--- src/rtl/cim_mem_arbiter.sv ---
// Fixed-priority arbiter from the five CiM memory-access sources onto the single-port temp-result SRAM.
// Optional access/conflict counters are enabled with `define CIM_MEM_ARB_STATS_EN.
module cim_mem_arbiter #(
  parameter int N_SRC  = 5,
  parameter int ADDR_W = 10,
  parameter int DATA_W = 16,
  parameter int RD_LAT = 1
) (
  input  logic                      clk,
  input  logic                      rst_n,
  input  logic [N_SRC-1:0]          read_req_src,
  input  logic [N_SRC-1:0]          write_req_src,
  input  logic [N_SRC*ADDR_W-1:0]   addr_table,
  input  logic [N_SRC*DATA_W-1:0]   write_data,
  output logic [N_SRC-1:0]          grant,
  output logic                      sram_en,
  output logic                      sram_we,
  output logic [ADDR_W-1:0]         sram_addr,
  output logic [DATA_W-1:0]         sram_wdata,
  input  logic [DATA_W-1:0]         sram_rdata,
  output logic [DATA_W-1:0]         rd_data,
  output logic [N_SRC-1:0]          rd_valid,
  output logic                      conflict,
  output logic                      conflict_sticky,
  input  logic                      clear_err,
  output logic                      busy
`ifdef CIM_MEM_ARB_STATS_EN
  ,
  output logic [15:0]               stat_reads,
  output logic [15:0]               stat_writes,
  output logic [15:0]               stat_conflicts
`endif
);

  localparam int SRC_W = (N_SRC > 1) ? $clog2(N_SRC) : 1;

  // Handshake: a source raises its request and holds it until grant (same
  // cycle, combinational) shows it was accepted; losers simply retry.
  logic [N_SRC-1:0]  req;
  logic [SRC_W-1:0]  win_idx;
  logic              win_any;
  logic              win_we;
  logic              win_rd;
  logic [ADDR_W-1:0] win_addr;
  logic [DATA_W-1:0] win_wdata;
  logic              conflict_c;

  logic [RD_LAT:0]   tag_v;
  logic [SRC_W-1:0]  tag_src [RD_LAT+1];

  always_comb begin
    req     = read_req_src | write_req_src;
    win_idx = '0;
    win_any = 1'b0;
    // Scan downwards so the lowest requesting index is the last one kept.
    for (int i = N_SRC - 1; i >= 0; i--) begin
      if (req[i]) begin
        win_idx = SRC_W'(i);
        win_any = 1'b1;
      end
    end
    grant = '0;
    if (win_any) grant[win_idx] = 1'b1;
    win_we     = win_any & write_req_src[win_idx];
    win_rd     = win_any & ~win_we;
    win_addr   = addr_table[win_idx*ADDR_W +: ADDR_W];
    win_wdata  = write_data[win_idx*DATA_W +: DATA_W];
    conflict_c = (|(req & (req - N_SRC'(1)))) | (|(read_req_src & write_req_src));
  end

  always_ff @(posedge clk or negedge rst_n) begin
    if (!rst_n) begin
      sram_en         <= 1'b0;
      sram_we         <= 1'b0;
      sram_addr       <= '0;
      sram_wdata      <= '0;
      conflict        <= 1'b0;
      conflict_sticky <= 1'b0;
      tag_v           <= '0;
      for (int k = 0; k <= RD_LAT; k++) tag_src[k] <= '0;
      rd_data         <= '0;
      rd_valid        <= '0;
    end else begin
      sram_en <= win_any;
      sram_we <= win_we;
      if (win_any) begin
        sram_addr  <= win_addr;
        sram_wdata <= win_wdata;
      end
      conflict <= conflict_c;
      if (conflict_c)     conflict_sticky <= 1'b1;
      else if (clear_err) conflict_sticky <= 1'b0;
      // Stage RD_LAT lines up with the cycle in which sram_rdata is valid.
      tag_v      <= {tag_v[RD_LAT-1:0], win_rd};
      tag_src[0] <= win_idx;
      for (int k = 1; k <= RD_LAT; k++) tag_src[k] <= tag_src[k-1];
      rd_valid <= '0;
      if (tag_v[RD_LAT]) begin
        rd_valid[tag_src[RD_LAT]] <= 1'b1;
        rd_data                   <= sram_rdata;
      end
    end
  end

  assign busy = |tag_v;

`ifdef CIM_MEM_ARB_STATS_EN
  always_ff @(posedge clk or negedge rst_n) begin
    if (!rst_n) begin
      stat_reads     <= '0;
      stat_writes    <= '0;
      stat_conflicts <= '0;
    end else if (clear_err) begin
      stat_reads     <= '0;
      stat_writes    <= '0;
      stat_conflicts <= '0;
    end else begin
      if (win_rd && stat_reads != 16'hFFFF)       stat_reads     <= stat_reads + 16'd1;
      if (win_we && stat_writes != 16'hFFFF)      stat_writes    <= stat_writes + 16'd1;
      if (conflict && stat_conflicts != 16'hFFFF) stat_conflicts <= stat_conflicts + 16'd1;
    end
  end
`endif

endmodule

--- config.mk ---
export PLATFORM = sky130hd
export DESIGN_NAME = cim_mem_arbiter
export DESIGN_NICKNAME = d
export VERILOG_FILES = /design/src/rtl/cim_mem_arbiter.sv
export SDC_FILE = /design/constraint.sdc
export NUM_CORES = 1
export LEC_CHECK = 0
export ABC_CLOCK_PERIOD_IN_PS = 3050
export CORE_MARGIN = 2
export CORE_UTILIZATION = 30
export DETAILED_ROUTE_END_ITERATION = 8
export GPL_TIMING_DRIVEN = 0
export PLACE_DENSITY = 0.68
export SKIP_CTS_REPAIR_TIMING = 1
export SYNTH_ARGS = -nofsm -noshare
export SYNTH_HDL_FRONTEND = slang
export SYNTH_SLANG_ARGS = --single-unit
--- constraint.sdc ---
create_clock -name clk -period 3.05 [get_ports clk]
set_input_delay 0.915 -clock clk [delete_from_list [all_inputs] [get_ports clk]]
set_output_delay 0.915 -clock clk [all_outputs]
set_load 0.05 [all_outputs]
Yosys cells after proc, flatten, opt, wreduce, memory -nomap -nowiden

Cells that the tools add are included.

Shift-type cells: 2
$add $sub $neg: 1
$mul: 1
Mux-type cells: 20
Bitwise logic cells: 7
Reductions and logical operators: 6
Order comparisons: 4

Operators by type and width:

| operator              | number |
|---|---|
| $shiftx A80 B8 Y16    | 1 |
| $shiftx A50 B8 Y10    | 1 |
| $mux W3               | 5 |
| $and A5 B5 Y5         | 2 |
| $mux W1               | 10 |
| $mux W5               | 2 |
| $reduce_or A5 Y1      | 2 |
| $lt A3 B4 Y1 const B  | 2 |
| $demux W1 S3          | 2 |
| $ge A3 B1 Y1 const B  | 2 |
| $mul A3 B3 Y6 const B | 1 |
| $or A5 B5 Y5          | 1 |
| $sub A5 B1 Y5 const B | 1 |
| $bmux W1 S3           | 1 |
| $and A1 B1 Y1         | 2 |
| $logic_and A1 B1 Y1   | 2 |
| $reduce_bool A2 Y1    | 1 |
| $reduce_or A2 Y1      | 1 |
| $not A1 Y1            | 1 |
| $or A1 B1 Y1          | 1 |

Register bits: 59
Bits of input ports: 159
Logic and storage cells: 52
Output and inout bits: 57

Logic depth before layout (Yosys ltp)

Gate-level depths: netlist of the first run.

Depth in word-level cells: 11
Depth in mapped cells: 7
Mapped depth without buffers: 5

Worst setup path before layout of the first run

Ideal clock, no wire load.

Path type: in2out
Start: input port write_req_src[2]
End: output port grant[4]
Arrival: 2556 ps
Required time: 2135 ps
Buffers on the path: 2
Stages on the path: 5
Path slack: -421 ps
Cells stage by stage: nor2_4 nand2_4 buf_6 buf_6 nor3_1

Longest elaborated chain between the ends: 9
Elaborated cells between the ends (all ways): 13
Those cells by class: order compare: 2; mux: 9; bitwise: 1; reduce/logical: 1

Ends and longest elaborated chain:

| what                                                               | line | source |
|---|---|---|
| from (decl)                                                        | 12   | `input logic [N_SRC-1:0] write_req_src,` |
| $or A5 B5 Y5 (*)                                                   | 52   | `req = read_req_src \| write_req_src;` |
| $mux W3 (3 in a row)                                               | 57   | `if (req[i]) begin` |
| $lt A3 B4 Y1 (not written as such) or $ge A3 B1 Y1 (tied branches) | 63   | `if (win_any) grant[win_idx] = 1'b1;` |
| $logic_and A1 B1 Y1 (not written as such)                          | 63   |  |
| $mux W1 (not written as such)                                      | 63   |  |
| $demux W1 S3                                                       | 63   |  |
| $mux W5 (*)                                                        | 63   |  |
| to (decl)                                                          | 15   | `output logic [N_SRC-1:0] grant,` |

Mark *: on every way between the ends. The rest lies on a longest branch, timed or not.

Final worst setup path of the first run

Start: input port read_req_src[4]
End: output port grant[4]

Longest elaborated chain between the ends: 11
Elaborated cells between the ends (all ways): 17
Those cells by class: order compare: 2; mux: 13; bitwise: 1; reduce/logical: 1

Ends and longest elaborated chain:

| what                                                               | line | source |
|---|---|---|
| from (decl)                                                        | 11   | `input logic [N_SRC-1:0] read_req_src,` |
| $or A5 B5 Y5 (*)                                                   | 52   |  |
| $mux W3 (5 in a row)                                               | 57   |  |
| $lt A3 B4 Y1 (not written as such) or $ge A3 B1 Y1 (tied branches) | 63   |  |
| $logic_and A1 B1 Y1 (not written as such)                          | 63   |  |
| $mux W1 (not written as such)                                      | 63   |  |
| $demux W1 S3                                                       | 63   |  |
| $mux W5 (*)                                                        | 63   |  |

Marked as above.

==> reports/qor.yml, run 1 <==
status: "completed"
yosys.area.top_type_share_pct: 43.8
ys_ff_latch: 59
syn_inst: 311
grt_pass1_wl_microns: 18300
synthXorXnorAreaFrac_pct: 0
switching_share_pct: 35.6
drc: 0
port-buffer-count: 215
ys.flop_type: "dfrtp_1"
cts_sinks: 59
die_w_microns: 110
hold_path.startpoint: "tag_src[4]$_DFF_PN0_"
fin_ws_ps: 53.3
final_area_sq_um: 6020
p_int_w: 0.00157
clockRootBuffer: "clkbuf_8"
hold_depth: 0
power_w: 0.00245
cts_buffers: 9
htreeDepth: 3
final_util_pct: 55.3
synthSimpleGateAreaFrac_pct: 14.1
drtIter0Drc: 180
cp_max_fo: 19
core-area_sq_um: 10900
yosysSeqAreaShare_pct: 43.8
vias: 3579
synth-compound-area-share_pct: 31.0
row_count: 38
synthDistinctLibCells: 36
regToRegEndpoint: "rd_data[6]$_DFFE_PN0P_"
busiest_layer: "met2"
grt_pass1_vias: 3644
startpoint_type: "input pin"
reg2reg_slack_ps: 1720
period_minus_slack_ps: 3000
antennaDiodeCount: 0
hpwl_microns: 9420
post_drt_wl_per_cell_microns: 18.0
slowest_delay_ps: 530
grt_max_degree: 31
nets: 705
irDropWorstVdd_mv: 0.209
synth_warnings: 0
synthArstFlopShare_pct: 100
gr-total-overflow: 0
cpMostUsedCell: "buf_6"
gr-usage-all-layers_pct: 20.0
fin_skew_ps: 4.60
seqPwrFrac_pct: 36.3
fin_tns_setup_ps: 0
rsz0062_at_grt: "no"
rr_startpoint: "tag_v[1]$_DFF_PN0_"
synth_nets: 470
rr_worst_depth: 3
cts.path.max_buffers: 2
power_frac_comb_pct: 36.9
cp.required_ps: 2130
area_delta_synth_final_pct: 78.4
hold_class: "flip-flop to flip-flop"
use_met3_pct: 5.11
drive_gt1_share_pct: 19.2
hold_end: "tag_src[1]$_DFF_PN0_"
power.share.clock_pct: 26.7
met1_usage_pct: 24.1
cp-end-kind: "output pin"
cp_slowest_cell: "clkdlybuf4s50_1"
synth_enable_flop_cells: 0
critical_path_class: "input pin to output pin"
ant_nets: 0
placed_area_sq_um: 5720
yosysTopAreaCell: "dfrtp_1"
first_pass_iters: 8
antenna_found_initial: 0
finalMaxSlewViolations: 0
drv_cap: 0
worstSkewPairLatency_ps: 340
synth_area_sq_um: 3370
die_area_sq_um: 12100
vias_per_cell: 5.18
cts_tree: "done"
ios: 216
netlist_top_cells_area: "dfrtp_1, a222oi_1, a22oi_2"
slew-limit-headroom_pct: 51.6
synth_top_family_by_area: "compound AO/OA/AOI/OAI gates"
avgSynthCellArea_sq_um: 10.9
synth_fa_ha_area_share_pct: 0.593
finalWeightedCongestion: 0.798
pwr_density_cell_nw_per_um2: 406
clk_pin_slew_ps: 70
p_leak_nw: 2.51
die_h_microns: 110
pre_cts_slack_ps: -1070
use_met2_pct: 35.0
worst_slew_pin_slew_ps: 726
p_sw_w: 0.000872
hold_viol_final: 0
crit_chain: "clkdlybuf4s50_1 -> nor2_2 -> buf_6 -> nor3_4 -> buf_6"
muxShareOfSynthArea_pct: 5.34
cp.arrival_ps: 2080
initial_core_util_pct: 31.0
finalCritPeriodShare_pct: 98.3
routed_wl_microns: 12400
max_freq_ghz: 0.334
setup_violations: 0
[metrics by stage]
| stage | cells | hold WS [ps] |
|---|---|---|
| after global routing | 691 | 364 |
| final | 691 | 349 |
| after floorplan | 311 | 331 |
| after CTS | 683 | 352 |
| after detailed placement | 667 | 335 |
| after global placement | 666 | 334 |
[power groups by stage]
stage	clock network, W	logic (W)	registers [W]
finish	0.000654	0.000904	0.000889
global route	0.000709	0.000953	0.000897
CTS	0.000678	0.000900	0.000890
detailed placement	0	0.000897	0.000905
global placement	0	0.000884	0.000902
floorplan	0	0.000217	0.00115
[how the worst max path moves through the flow]
stage / startpoint / endpoint / depth (start not counted)
2_1_floorplan: write_req_src[2] / grant[4] / 5
4_1_cts: write_req_src[4] / grant[4] / 6
5_1_grt: read_req_src[2] / grant[4] / 7
3_3_place_gp: write_req_src[4] / grant[4] / 6
3_5_place_dp: write_req_src[4] / grant[4] / 6
6_report: read_req_src[4] / grant[4] / 5
[synth_stat cells, types with 2 or more instances]
cell type and number:
nand2_1 34, a22oi_2 19, inv_1 3, a21oi_1 6
a31oi_1 2, o2bb2ai_1 24, o22ai_1 2, nor2_1 29
maj3_1 2, nor3_1 6, or2_4 2, o21ai_0 7
a222oi_1 24, o21bai_1 25, or2_2 2, buf_6 5
a22oi_1 5, clkbuf_4 2, mux2_2 16, buf_4 5
nor2_4 6, nand2b_1 3, a211oi_1 2, dfrtp_1 59
nor2_8 2, buf_2 9
[flip-flops by register name, indices dropped and copies added, names as in the netlist]
signal           cells
tag_v                2
conflict             1
sram_wdata          16
conflict_sticky      1
rd_data             16
sram_addr           10
tag_src              6
sram_en              1
rd_valid             5
sram_we              1
[cells in the final DEF (no fill, tap or decap), types with 3 or more instances in the layout]
cell             instances
nor3_1                   5
inv_1                    3
a22oi_1                  5
a22oi_2                 19
mux2_2                  16
nor2_4                   6
o21ai_0                  7
buf_4                   13
dfrtp_1                 59
clkdlybuf4s50_1        199
buf_2                    9
buf_6                   10
a222oi_1                24
o2bb2ai_1               24
dlymetal6s2s_1          11
nand2_1                 34
nand2b_1                 3
a21oi_1                  6
o21bai_1                25
nor2_1                  28
clkbuf_8                 9
[layer usage]
metal | routed length, microns | up-vias
li1 | - | 1672
met1 | 4980 | 1728
met2 | 6210 | 170
met3 | 1140 | 9
met4 | 116 | 0
met5 | 0 | -
[critical path, delay by kind of cell]
family | cells | cell delay, ps
simple gates | 2 | 270
buf+inv | 3 | 890
[logic make-up (layout without fill, tap and decap cells)]
kind of cell	after synthesis	in the layout
multiplexers	16	16
AO/OA/AOI/OAI	118	118
flip-flops	59	59
adder cells (fa/ha/maj)	2	2
buffers and inverters	27	267
AND/OR/NAND/NOR	89	89
[final cells by class]
| class | count | area, sq um |
|---|---|---|
| Clock buffer | 9 | 124 |
| Inverter | 4 | 17.5 |
| Sequential cell | 59 | 1480 |
| Multi-Input combinational cell | 225 | 1730 |
| Fill cell | 994 | 4870 |
| Buffer | 22 | 168 |
| Clock inverter | 7 | 52.6 |
| Timing Repair Buffer | 225 | 2270 |
| Tap cell | 140 | 175 |
No activity file was read; power rests on OpenSTA's default activity.
==> inputs of run 2 (changes only) <==
--- a/config.mk
+++ b/config.mk
@@ -5,12 +5,12 @@
 export SDC_FILE = /design/constraint.sdc
 export NUM_CORES = 1
 export LEC_CHECK = 0
-export ABC_CLOCK_PERIOD_IN_PS = 3050
-export CORE_MARGIN = 2
-export CORE_UTILIZATION = 30
+export ABC_CLOCK_PERIOD_IN_PS = 2900
+export CORE_MARGIN = 1.5
+export CORE_UTILIZATION = 37
 export DETAILED_ROUTE_END_ITERATION = 8
 export GPL_TIMING_DRIVEN = 0
-export PLACE_DENSITY = 0.68
+export PLACE_DENSITY = 0.81
 export SKIP_CTS_REPAIR_TIMING = 1
 export SYNTH_ARGS = -nofsm -noshare
 export SYNTH_HDL_FRONTEND = slang
==> constraint.sdc (replaced) <==
create_clock -name clk -period 2.9 [get_ports clk]
set_input_delay 0.87 -clock clk [delete_from_list [all_inputs] [get_ports clk]]
set_output_delay 0.87 -clock clk [all_outputs]
set_load 0.05 [all_outputs]
==> reports/qor.yml, run 2 (same netlist as run 1, synthesis figures left out) <==
status: "completed"  # unchanged
power_w: 0.00258  # was 0.00245 W
grt_max_degree: 34  # was 31
hold_viol_final: 0  # unchanged
clockRootBuffer: "clkbuf_8"  # unchanged
finalMaxSlewViolations: 0  # unchanged
period_minus_slack_ps: 2830
cts_buffers: 9  # unchanged
antenna_found_initial: 0  # unchanged
cp_slowest_cell: "dlymetal6s2s_1"  # was clkdlybuf4s50_1
gr-total-overflow: 0  # unchanged
setup_violations: 0  # unchanged
drv_cap: 0  # unchanged
core-area_sq_um: 8760  # was 10900 sq um
hold_end: "tag_src[1]$_DFF_PN0_"  # unchanged
cts_tree: "done"  # unchanged
rr_worst_depth: 3  # unchanged
p_int_w: 0.00166  # was 0.00157 W
die_w_microns: 98.5  # was 110 microns
finalWeightedCongestion: 0.802  # was 0.798
cp-end-kind: "output pin"  # unchanged
first_pass_iters: 7  # was 8
critical_path_buf_inv_count: 4  # was 3
cpMostUsedCell: "buf_6"  # unchanged
die_area_sq_um: 9700  # was 12100 sq um
final_common_cell: "clkdlybuf4s50_1"  # unchanged
layout_common_cells: "clkdlybuf4s50_1, dfrtp_1, nand2_1"  # unchanged
grt_pass1_wl_microns: 18100  # was 18300 microns
power_frac_comb_pct: 36.6  # was 36.9%
clk_pin_slew_ps: 80  # was 70 ps
rsz0062_at_grt: "no"  # unchanged
vias: 3632  # was 3579
cts.path.max_buffers: 2  # unchanged
cp.arrival_ps: 1960  # was 2080 ps
nFillCells: 672  # was 994
pre_cts_slack_ps: -1130  # was -1070 ps
seqPwrFrac_pct: 36.4  # was 36.3%
grt_pass1_vias: 3739  # was 3644
reg_top3: "rd_data x16, sram_wdata x16, sram_addr x10"  # unchanged
drive_gt1_share_pct: 19.7  # was 19.2%
ios: 216  # unchanged
power.share.clock_pct: 27.0  # was 26.7%
post_drt_wl_per_cell_microns: 17.8  # was 18.0 microns
cp.required_ps: 2030  # was 2130 ps
worst_slew_pin_slew_ps: 651  # was 726 ps
reg2reg_slack_ps: 1600  # was 1720 ps
finalCritPeriodShare_pct: 97.5
rr_startpoint: "tag_v[1]$_DFF_PN0_"  # unchanged
switching_share_pct: 35.4  # was 35.6%
hold_path.startpoint: "tag_src[4]$_DFF_PN0_"  # unchanged
slew-limit-headroom_pct: 56.6  # was 51.6%
regToRegEndpoint: "rd_data[0]$_DFFE_PN0P_"  # was rd_data[6]$_DFFE_PN0P_
crit_family: "buffers and inverters"  # unchanged
hpwl_microns: 9040  # was 9420 microns
area_delta_synth_final_pct: 77.3  # was 78.4%
vias_per_cell: 5.50  # was 5.18
port-buffer-count: 215  # unchanged
hold_depth: 0  # unchanged
initial_core_util_pct: 38.5  # was 31.0%
ant_nets: 0  # unchanged
p_sw_w: 0.000913  # was 0.000872 W
gr-usage-all-layers_pct: 23.7  # was 20.0%
drtIter0Drc: 186  # was 180
fin_skew_ps: 7.44  # was 4.60 ps
crit_chain: "dlymetal6s2s_1 -> nor2_4 -> nand2_4 -> buf_6 -> buf_6 -> nor3_4 -> buf_6"  # was clkdlybuf4s50_1 -> nor2_2 -> buf_6 -> nor3_4 -> buf_6
routed_wl_microns: 11700  # was 12400 microns
slowest_delay_ps: 200  # was 530 ps
fin_ws_ps: 73.3  # was 53.3 ps
die_h_microns: 98.5  # was 110 microns
row_count: 34  # was 38
critical_path_class: "input pin to output pin"  # unchanged
worstSkewPairLatency_ps: 330  # was 340 ps
htreeDepth: 3  # unchanged
irDropWorstVdd_mv: 0.214  # was 0.209 mV
max_freq_ghz: 0.354
startpoint_type: "input pin"  # unchanged
cp_max_fo: 10  # was 19
drc: 0  # unchanged
cts_sinks: 59  # unchanged
p_leak_nw: 2.51  # about the same
pwr_density_cell_nw_per_um2: 430  # was 406 nW/um^2
antennaDiodeCount: 0  # unchanged
nets: 706  # was 705
hold_class: "flip-flop to flip-flop"  # unchanged
run 2: cell types whose count changed in the layout (fill, tap and decap cells not counted):
| cell | previous run | this run |
|---|---|---|
| clkdlybuf4s50_1 | 199 | 198 |
| buf_8 | 0 | 2 |
| clkinvlp_4 | 1 | 2 |
| buf_6 | 10 | 7 |
| clkbuf_2 | 1 | 3 |
| clkbuf_4 | 1 | 2 |
| clkinv_4 | 2 | 1 |
| buf_4 | 13 | 14 |
| dlymetal6s2s_1 | 11 | 10 |
| clkinv_2 | 2 | 0 |
| inv_6 | 2 | 4 |
run 2: how the worst max path moves through the flow:
| stage | start | end | cells past startpoint |
|---|---|---|---|
| global placement | write_req_src[4] | grant[4] | 6 |
| floorplan | write_req_src[2] | grant[3] | 3 |
| detailed placement | write_req_src[4] | grant[4] | 6 |
| global route | write_req_src[2] | grant[4] | 7 |
| finish | read_req_src[3] | grant[4] | 7 |
| CTS | write_req_src[4] | grant[4] | 6 |
run 2: cell type report:
cell class	count	area, sq um	share of cell area, %
tap	108	135	2.26
multi-input combinational	225	1730	29.0
sequential	59	1480	24.7
inverter	4	17.5	0.293
buffer	22	171	2.86
timing repair buffer	226	2270	37.9
clock buffer	9	124	2.07
clock inverter	7	58.8	0.983
run 2: per-stage QoR:
step / utilization, % / area [sq um] / setup TNS [ps] / std cells / hold WS, ps
after global placement: 64.7 / 5670 / -58230 / 634 / 335
after global routing: 68.3 / 5980 / 0 / 660 / 366
after floorplan: - / 3390 / 0 / 311 / 331
final: 68.3 / 5980 / 0 / 660 / 347
after CTS: 67.0 / 5870 / -4630 / 651 / 351
after detailed placement: 64.9 / 5690 / -4520 / 635 / 335
run 2: power by group through the flow:
| stage | Sequential, W | Combinational [W] | Clock (W) |
|---|---|---|---|
| 5_1_grt | 0.000948 | 0.000993 | 0.000749 |
| 6_report | 0.000937 | 0.000944 | 0.000696 |
| 3_5_place_dp | 0.000954 | 0.000936 | 0 |
| 4_1_cts | 0.000938 | 0.000939 | 0.000715 |
| 2_1_floorplan | 0.00121 | 0.000229 | 0 |
| 3_3_place_gp | 0.000949 | 0.000923 | 0 |
run 2: metal layers:
layer  wire, microns  share of wire [%]  global-route usage, %  vias up
li1                -                  -                      -     1671
met1            4440                 38                   27.0     1751
met2            5990                 51                   42.5      186
met3             929                7.9                   5.18       24
met4             357                3.0                   10.1        0
met5               0                  0                      0        -
